--- src/rtl/mc_control_fsm_pkg.sv ---
// mc_pkg: shared constants for the multicycle main controller.
//   - opcode and R-type funct encodings of the supported instruction subset
//   - aluControl codes, matching the ALU (000 add, 001 sub, 010 and, 011 or, 100 slt)
//   - aluOp codes driven into alu_decoder
//   - aluSrcB and pcSrc mux encodings
//   - FSM state encoding, which is also visible on the debug port 'state'
package mc_pkg;

  localparam logic [5:0] OP_RTYPE = 6'b000000;
  localparam logic [5:0] OP_J     = 6'b000010;
  localparam logic [5:0] OP_BEQ   = 6'b000100;
  localparam logic [5:0] OP_BNE   = 6'b000101;
  localparam logic [5:0] OP_ADDI  = 6'b001000;
  localparam logic [5:0] OP_LW    = 6'b100011;
  localparam logic [5:0] OP_SW    = 6'b101011;

  localparam logic [5:0] FN_ADD = 6'b100000;
  localparam logic [5:0] FN_SUB = 6'b100010;
  localparam logic [5:0] FN_AND = 6'b100100;
  localparam logic [5:0] FN_OR  = 6'b100101;
  localparam logic [5:0] FN_SLT = 6'b101010;

  localparam logic [2:0] ALU_ADD = 3'b000;
  localparam logic [2:0] ALU_SUB = 3'b001;
  localparam logic [2:0] ALU_AND = 3'b010;
  localparam logic [2:0] ALU_OR  = 3'b011;
  localparam logic [2:0] ALU_SLT = 3'b100;

  localparam logic [1:0] ALUOP_ADD   = 2'b00;
  localparam logic [1:0] ALUOP_SUB   = 2'b01;
  localparam logic [1:0] ALUOP_FUNCT = 2'b10;

  localparam logic [1:0] SRCB_REGB    = 2'b00;
  localparam logic [1:0] SRCB_FOUR    = 2'b01;
  localparam logic [1:0] SRCB_IMM     = 2'b10;
  localparam logic [1:0] SRCB_IMM_SH2 = 2'b11;

  localparam logic [1:0] PCSRC_ALU    = 2'b00;
  localparam logic [1:0] PCSRC_ALUOUT = 2'b01;
  localparam logic [1:0] PCSRC_JUMP   = 2'b10;

  typedef enum logic [3:0] {
    S_FETCH  = 4'd0,
    S_DECODE = 4'd1,
    S_MEMADR = 4'd2,
    S_MEMRD  = 4'd3,
    S_MEMWB  = 4'd4,
    S_MEMWR  = 4'd5,
    S_EXEC   = 4'd6,
    S_ALUWB  = 4'd7,
    S_BRANCH = 4'd8,
    S_ADDIEX = 4'd9,
    S_ADDIWB = 4'd10,
    S_JUMP   = 4'd11
  } state_t;

  // True for the opcodes that are always supported (bne is handled separately
  // because it depends on the build configuration; R-type also needs funct).
  function automatic logic op_is_base_legal(input logic [5:0] op);
    return (op == OP_LW) || (op == OP_SW) || (op == OP_BEQ) ||
           (op == OP_ADDI) || (op == OP_J);
  endfunction

endpackage

--- src/rtl/mc_control_fsm_alu_decoder.sv ---
// alu_decoder: combinational ALU command decoder.
//   i_alu_op[1:0]      00 = add, 01 = sub, 10 = take operation from funct
//   i_funct[5:0]       R-type funct field
//   o_alu_control[2:0] ALU command (000 add, 001 sub, 010 and, 011 or, 100 slt)
//   o_funct_valid      funct is one of the supported R-type functions;
//                      independent of i_alu_op so DECODE can check legality
//                      while the ALU is still commanded to add
module alu_decoder
  import mc_pkg::*;
(
  input  logic [1:0] i_alu_op,
  input  logic [5:0] i_funct,
  output logic [2:0] o_alu_control,
  output logic       o_funct_valid
);

  logic [2:0] w_funct_op;

  always_comb begin
    w_funct_op    = ALU_ADD;
    o_funct_valid = 1'b1;
    case (i_funct)
      FN_ADD:  w_funct_op = ALU_ADD;
      FN_SUB:  w_funct_op = ALU_SUB;
      FN_AND:  w_funct_op = ALU_AND;
      FN_OR:   w_funct_op = ALU_OR;
      FN_SLT:  w_funct_op = ALU_SLT;
      default: o_funct_valid = 1'b0;
    endcase
  end

  always_comb begin
    case (i_alu_op)
      ALUOP_SUB:   o_alu_control = ALU_SUB;
      ALUOP_FUNCT: o_alu_control = w_funct_op;
      default:     o_alu_control = ALU_ADD;
    endcase
  end

endmodule

--- src/rtl/mc_control_fsm.sv ---
// mc_control_fsm: Moore main controller of a multicycle MIPS-style datapath.
// Build option: define MC_BNE_EN to accept bne (op 000101).
// Ports:
//   clk, reset          rising-edge clock, synchronous active-high reset
//   op, funct           IR[31:26] and IR[5:0]
//   zero                ALU zero flag
//   pcEn irWrite memWrite regWrite   datapath write enables (0 during reset)
//   iorD regDst memtoReg aluSrcA aluSrcB pcSrc   datapath mux selects
//   aluControl          ALU command
//   state               current state code (debug)
//   illegal             unsupported op/funct seen in DECODE
// ALU contract: this block is the initiator. aluControl is driven every cycle
// from the current state; zero is only consumed in BRANCH, in the same cycle
// the sub command is issued, and ignored everywhere else.
module mc_control_fsm
  import mc_pkg::*;
(
  input  logic       clk,
  input  logic       reset,
  input  logic [5:0] op,
  input  logic [5:0] funct,
  input  logic       zero,
  output logic       pcEn,
  output logic       irWrite,
  output logic       memWrite,
  output logic       regWrite,
  output logic       iorD,
  output logic       regDst,
  output logic       memtoReg,
  output logic       aluSrcA,
  output logic [1:0] aluSrcB,
  output logic [1:0] pcSrc,
  output logic [2:0] aluControl,
  output logic [3:0] state,
  output logic       illegal
);

  state_t     r_state;
  logic [1:0] w_alu_op;
  logic       w_funct_valid;
  logic       w_decode_ok;
  logic       w_pc_write;
  logic       w_branch;
  logic       w_branch_cond;
  logic       w_ir_write;
  logic       w_mem_write;
  logic       w_reg_write;
  logic       w_illegal;

`ifdef MC_BNE_EN
  logic r_is_bne;
  assign w_decode_ok   = op_is_base_legal(op) || (op == OP_BNE) ||
                         ((op == OP_RTYPE) && w_funct_valid);
  assign w_branch_cond = r_is_bne ? ~zero : zero;
`else
  assign w_decode_ok   = op_is_base_legal(op) ||
                         ((op == OP_RTYPE) && w_funct_valid);
  assign w_branch_cond = zero;
`endif

  alu_decoder u_alu_decoder (
    .i_alu_op      (w_alu_op),
    .i_funct       (funct),
    .o_alu_control (aluControl),
    .o_funct_valid (w_funct_valid)
  );

  always_ff @(posedge clk) begin
    if (reset) begin
      r_state <= S_FETCH;
`ifdef MC_BNE_EN
      r_is_bne <= 1'b0;
`endif
    end else begin
      case (r_state)
        S_FETCH: r_state <= S_DECODE;
        S_DECODE: begin
`ifdef MC_BNE_EN
          r_is_bne <= (op == OP_BNE);
`endif
          if (!w_decode_ok) begin
            r_state <= S_FETCH;
          end else begin
            case (op)
              OP_LW, OP_SW: r_state <= S_MEMADR;
              OP_RTYPE:     r_state <= S_EXEC;
              OP_BEQ:       r_state <= S_BRANCH;
`ifdef MC_BNE_EN
              OP_BNE:       r_state <= S_BRANCH;
`endif
              OP_ADDI:      r_state <= S_ADDIEX;
              OP_J:         r_state <= S_JUMP;
              default:      r_state <= S_FETCH;
            endcase
          end
        end
        // Only lw and sw reach MEMADR, so anything but sw is a load.
        S_MEMADR: r_state <= (op == OP_SW) ? S_MEMWR : S_MEMRD;
        S_MEMRD:  r_state <= S_MEMWB;
        S_EXEC:   r_state <= S_ALUWB;
        S_ADDIEX: r_state <= S_ADDIWB;
        default:  r_state <= S_FETCH;
      endcase
    end
  end

  // Moore decode of the registered state; only pcEn (branch) and illegal
  // additionally look at live inputs.
  always_comb begin
    w_pc_write  = 1'b0;
    w_branch    = 1'b0;
    w_ir_write  = 1'b0;
    w_mem_write = 1'b0;
    w_reg_write = 1'b0;
    w_illegal   = 1'b0;
    iorD        = 1'b0;
    regDst      = 1'b0;
    memtoReg    = 1'b0;
    aluSrcA     = 1'b0;
    aluSrcB     = SRCB_REGB;
    pcSrc       = PCSRC_ALU;
    w_alu_op    = ALUOP_ADD;
    case (r_state)
      S_FETCH: begin
        aluSrcB    = SRCB_FOUR;
        w_ir_write = 1'b1;
        w_pc_write = 1'b1;
      end
      S_DECODE: begin
        aluSrcB   = SRCB_IMM_SH2;
        w_illegal = ~w_decode_ok;
      end
      S_MEMADR: begin
        aluSrcA = 1'b1;
        aluSrcB = SRCB_IMM;
      end
      S_MEMRD: iorD = 1'b1;
      S_MEMWB: begin
        memtoReg    = 1'b1;
        w_reg_write = 1'b1;
      end
      S_MEMWR: begin
        iorD        = 1'b1;
        w_mem_write = 1'b1;
      end
      S_EXEC: begin
        aluSrcA  = 1'b1;
        w_alu_op = ALUOP_FUNCT;
      end
      S_ALUWB: begin
        regDst      = 1'b1;
        w_reg_write = 1'b1;
      end
      S_BRANCH: begin
        aluSrcA  = 1'b1;
        w_alu_op = ALUOP_SUB;
        pcSrc    = PCSRC_ALUOUT;
        w_branch = 1'b1;
      end
      S_ADDIEX: begin
        aluSrcA = 1'b1;
        aluSrcB = SRCB_IMM;
      end
      S_ADDIWB: w_reg_write = 1'b1;
      S_JUMP: begin
        pcSrc      = PCSRC_JUMP;
        w_pc_write = 1'b1;
      end
      default: ;
    endcase
  end

  // Enables are masked by reset so an instruction aborted by reset cannot
  // write anything in the reset cycle itself.
  assign pcEn     = ~reset & (w_pc_write | (w_branch & w_branch_cond));
  assign irWrite  = ~reset & w_ir_write;
  assign memWrite = ~reset & w_mem_write;
  assign regWrite = ~reset & w_reg_write;
  assign illegal  = ~reset & w_illegal;
  assign state    = r_state;

endmodule

--- config.mk ---
export PLATFORM = sky130hd
export DESIGN_NAME = mc_control_fsm
export DESIGN_NICKNAME = d
export VERILOG_FILES = /design/src/rtl/mc_control_fsm_pkg.sv /design/src/rtl/mc_control_fsm_alu_decoder.sv /design/src/rtl/mc_control_fsm.sv
export SDC_FILE = /design/constraint.sdc
export NUM_CORES = 1
export LEC_CHECK = 0
export CORE_UTILIZATION = 36
export DETAILED_ROUTE_END_ITERATION = 8
export MAX_ROUTING_LAYER = met4
export PLACE_DENSITY = 0.86
export SLEW_MARGIN = 20
export SYNTH_ARGS = -nofsm -noshare
export SYNTH_HDL_FRONTEND = slang
export SYNTH_SLANG_ARGS = --single-unit
--- constraint.sdc ---
create_clock -name clk -period 2.1 [get_ports clk]
set_clock_uncertainty 0.2 [all_clocks]
set_input_delay 0.21 -clock clk [delete_from_list [all_inputs] [get_ports clk]]
set_output_delay 0.21 -clock clk [all_outputs]
set_load 0.03 [all_outputs]
* Yosys cells after proc, flatten, opt, wreduce, memory -nomap -nowiden
Cells that the tools add are included.
** Cells by class
- Bitwise gates (word level) :: 9
- Multiplexer cells :: 20
- Eq/ne operators :: 23
- Reduce and logical (&&, ||, !) cells :: 15
** Operators by type and width (number)
- $eq 6x6->1 const B :: 7
- $pmux 4 s6 :: 1
- $pmux 4 s5 :: 1
- $eq 4x3->1 const B :: 4
- $eq 4x4->1 const B :: 4
- $pmux 3 s4 :: 1
- $mux 1 :: 11
- $eq 4x2->1 const B :: 2
- $pmux 2 s2 :: 2
- $reduce_or 2->1 :: 4
- $and 1x1->1 :: 6
- $eq 6x2->1 const B :: 1
- $eq 6x3->1 const B :: 1
- $eq 6x4->1 const B :: 1
- $logic_not 6->1 :: 1
- $pmux 2 s3 :: 1
- $pmux 3 s2 :: 1
- $logic_or 1x1->1 :: 5
- $reduce_or 5->1 :: 1
- $eq 4x1->1 const B :: 1
- $logic_not 4->1 :: 1
- $mux 4 :: 1
- $reduce_or 4->1 :: 1
- $mux 3 :: 1
- 6 further kinds :: 7
** Word-level totals
- Word-level logic and storage cells :: 68
- Bits of input ports :: 15
- Register bits :: 4

* Longest topological paths before layout
- Depth in word-level cells :: 9
- Depth in mapped cells :: 8

* Cells and area by module
A second synthesis with hierarchy kept.
** Unflattened totals
- Cells, all modules :: 80
- Area, all modules :: 584.3 um^2
** By module, submodules not included
- mc_control_fsm :: times used 1, cells each 62, area an instance 451.7 um^2
- alu_decoder :: times used 1, cells each 18, area an instance 132.6 um^2

* Least setup slack after synthesis
OpenSTA, ideal clock, no wires.
- Kind :: register to output
- Start :: register r_state[1], in the netlist state[1]
- End :: output port aluControl[0]
- Arrival :: 2394 ps
- Stages on the path, launching flop included :: 8
- Slack :: -704 ps
- Required time :: 1690 ps
- Path through :: dfxtp_1 clkbuf_1 or3_1 ha_1 nand4bb_1 nor2_1 a21oi_1 a21oi_1
** On the way
- Cells in the longest elaborated chain, start to end :: 4
- Elaborated cells on any way between the ends :: 6
- Those cells by class :: 4 x eq/ne; 2 x mux
** Ends and longest elaborated chain
- start: declaration :: line mc_control_fsm.sv:38 : state_t r_state;
- start signal: assignment :: line mc_control_fsm.sv:98 : S_MEMADR: r_state <= (op == OP_SW) ? S_MEMWR : S_MEMRD;
- $eq 4x4->1 / $eq 4x3->1 (equally long branches) :: line mc_control_fsm.sv:123 : case (r_state)
- $pmux 2 s2 (*) :: line mc_control_fsm.sv:123
- $eq 2x2->1 / $eq 2x1->1 (equally long branches) :: line mc_control_fsm_alu_decoder.sv:33 : case (i_alu_op)
- $pmux 3 s2 (*) :: line mc_control_fsm_alu_decoder.sv:33
- end: declaration :: line mc_control_fsm.sv:33 : output logic [2:0] aluControl,
Mark *: on every way between the ends. The rest lies on a longest branch, timed or not.

* Worst setup path in the final report
- Start :: register r_state[0], in the netlist state[0]
- End :: output port aluControl[0]
The elaborated chain is that of the path after synthesis.

==> run_results.csv <==
group,metric,value,unit
status,outcome,"finished with violations",
status,violations,"setup timing",
pwr,p_int,222,uW
cells_and_area,largest_reg_flops,4,
timing,layout_setup_ws,-0.132,ns
worst_setup_path,crit_slowest_cell,"or3b_4",
yosys,ys_seq_area_frac,0.138,
route,drtIter0Drc,18,
die,die_h,42.2,microns
yosys,synth_top_cells_by_area,"dfxtp_1, nor2_1, nor3_1, ha_1, nand2b_1",
cells_and_area,area_growth,114,%
cells_and_area,seqCellArea,85.1,sq um
die,initial_core_util,0.386,
worst_setup_path,crit_type,"reg -> out",
yosys,synth_common_cells,"nor2_1, nor3_1, inv_1",
place,place_ws,-0.262,ns
job,maxCapViolations,0,
die,die_w,42.2,microns
yosys,async_flop_share,0,
cells_and_area,fin_area,1250,sq um
cells_and_area,drive_above_1_share,0.454,
yosys,synthMuxAreaShare,0,
yosys,synth_top_area_share,0.138,
die,core_area,1510,sq um
route,drt_pass1_iterations,4,
yosys,synth_fa_ha_area_frac,0.0430,
clocking,cts_tree,"done",
yosys,synth_compound_area_frac,0.226,
timing,holdWs,0.390,ns
die,rows,14,
pwr,switching_share,0.333,
route,drc,0,
yosys,yosys.area.top_type,"dfxtp_1",
route,vias,851,
global_route,grt_pass1_wl,3350,microns
pwr,p_sw,111,uW
pwr,p_clk_frac,0.285,
pwr,peakVddDrop,0.000220,V
route,vias_per_cell,5.42,
global_route,grt_pass1_vias,810,
pwr,seqPwrFrac,0.246,
yosys,synth_top_family_by_area,"simple AND/OR/NAND/NOR gates",
place,postPlaceCellArea,1080,sq um
yosys,yosysWarnings,0,
worst_setup_path,end_kind,"primary output",
timing,timing.final.crit_period,2.23,ns
place,portBuffers,34,
pwr,combPwrFrac,0.470,
route,ant_nets,0,
worst_setup_path,ff2ff_path_depth,5,
worst_setup_path,crit_buf_inv,2,
global_route,grt_overflow_total,0,
timing,fmax,0.448,GHz
clocking,htreeDepth,1,
yosys,syn_avg_cell_area,6.69,sq um
yosys,synth_most_common_cell,"nor2_1",
timing,rsz0062_at_grt,"yes",
timing,period_share,1.06,
cells_and_area,antenna_cells,0,
worst_setup_path,cp_cell_sequence,"nand2b_4 -> or2_4 -> inv_4 -> ha_4 -> or3b_4 -> a21oi_2 -> buf_6",
worst_setup_path,r2r-end,"state[2]",
die,die-area,1780,sq um
timing,tns,-0.132,ns
worst_setup_path,cp_max_fo,3,
timing,slew_headroom,0.715,
clocking,clockRootBuffer,"clkbuf_4",
clocking,ctsHoldBuffers,0,
worst_hold_path,min-delay-start,"op[0]",
worst_hold_path,hp-class,"in -> reg",
worst_hold_path,holdPathEnd,"state[0]",
clocking,cts_buffer_depth,2,
cells_and_area,nNetsFinal,160,
worst_setup_path,r2r_slack,0.57,ns
place,detailed_place_hpwl,1530,microns
yosys,synthFlopType,"dfxtp_1",
pwr,powerDensity,267,nW/um^2
global_route,track_usage,0.249,
pwr,leakage,0.000569,uW
worst_hold_path,hold-path-cell-count,5,
worst_setup_path,cp_top_family,"simple AND/OR/NAND/NOR gates",
clocking,clkLatencyLatePin,0.24,ns
worst_setup_path,arrival,1.82,ns
worst_setup_path,cp-start-kind,"flip-flop",
yosys,synth_edf_count,0,
yosys,synth_area,582,sq um
yosys,synth_cell_types,37,
timing,drv_slew,0,
route,wl,2130,microns
clocking,clkSlewWorstSetupHoldPaths,0.04,ns
yosys,syn_nets,104,
yosys,yosys.area_share.simple,0.477,
yosys,ys_ff_latch,4,
worst_setup_path,cp_slowest_stage_delay,0.38,ns
clocking,numClockSinks,4,
timing,hold_viol_final,0,
place,gp_congestion,0.851,
timing,finalSetupViolations,1,
worst_setup_path,crit_required,1.69,ns
cells_and_area,multi_input_area,611,sq um
yosys,synth-xor-area-share,0.0452,
clocking,cts_buffers,3,
worst_setup_path,r2r_start,"state[0]",
cells_and_area,nFillCells,92,
route,wire_per_inst,13.5,microns
global_route,antenna_found_initial,0,
timing,worst_pin_slew,0.425,ns
yosys,syn-instance-count,87,
global_route,grt_max_degree,15,
die,num_io_pins,35,
[logic make-up after synthesis]
group           count (synthesis)
compound gates                 19
xor+xnor                        3
fa+ha+maj                       2
buf+inv                        11
flops                           4
simple gates                   48
[per-layer routing]
| layer | vias up | routed length, microns | part of all wire | global-route usage |
|---|---|---|---|---|
| met5 | - | 0 | 0 | - |
| met4 | 0 | 0 | 0 | 0.0750 |
| met3 | 0 | 102 | 0.048 | 0.0172 |
| met2 | 33 | 1190 | 0.56 | 0.498 |
| met1 | 395 | 833 | 0.39 | 0.251 |
| li1 | 423 | - | - | - |
[area by class of cell]
cell class,instances,share of cell area
inverter,6,0.0201
clock buffer,3,0.0181
tap,16,0.0160
multi-input combinational,72,0.489
timing repair buffer,56,0.388
sequential,4,0.0682
[worst register-to-register path, cell delays in order (launching register included)]
cell	delay [ns]
dfxtp_2	0.32
nand2b_4	0.14
buf_4	0.14
a211oi_1	0.41
nand3b_1	0.13
o21ai_1	0.12
[what timing repair did]
action	in CTS	in global routing
pin swaps	9	7
setup endpoints to repair	7	4
resized for setup	31	12
endpoints found under the hold margin	0	0
buffers inserted	2	0
gates cloned	0	0
[power by group through the flow]
| stage | combinational (uW) | clock, uW | sequential (uW) |
|---|---|---|---|
| floorplan | 61.6 | 0 | 86.9 |
| global placement | 139 | 0 | 81.7 |
| detailed placement | 142 | 0 | 81.8 |
| CTS | 146 | 98.1 | 81.7 |
| global route | 166 | 103 | 81.8 |
| finish | 156 | 94.6 | 81.7 |
[metrics by stage]
stage          std cells   util  total power, uW
2_1_floorplan         87      -              148
3_3_place_gp         152  0.718              221
3_5_place_dp         152  0.718              224
4_1_cts              157  0.787              326
5_1_grt              157  0.828              350
6_report             157  0.828              333
[layout by cell type (no fill, tap or decap), types with 2 or more instances in the layout]
cell	synthesis	layout
nor2_4	0	2
dfxtp_2	0	4
a21oi_2	0	2
nor3_1	8	7
o21ai_0	2	2
dlygate4sd2_1	0	10
nor2_1	12	10
buf_6	0	3
and2_1	2	2
nand2b_4	1	4
nor2b_2	0	2
xnor2_1	2	2
nand2_1	5	5
o211ai_1	2	2
clkdlybuf4s50_1	0	12
a211oi_1	2	2
inv_1	6	5
a31oi_1	3	3
dlymetal6s2s_1	0	2
buf_4	0	29
clkbuf_4	0	3
[worst max path at each step]
stage / start / endpoint / slack [ns] / cells past startpoint
floorplan: state[2] / aluControl[0] / -0.30 / 8
global placement: funct[5] / aluControl[0] / -0.23 / 6
detailed placement: funct[5] / aluControl[0] / -0.26 / 6
CTS: state[2] / aluControl[0] / -0.13 / 8
global route: state[0] / aluControl[0] / -0.17 / 7
finish: state[0] / aluControl[0] / -0.13 / 7
Note: power is estimated with default switching activity, not from simulation.
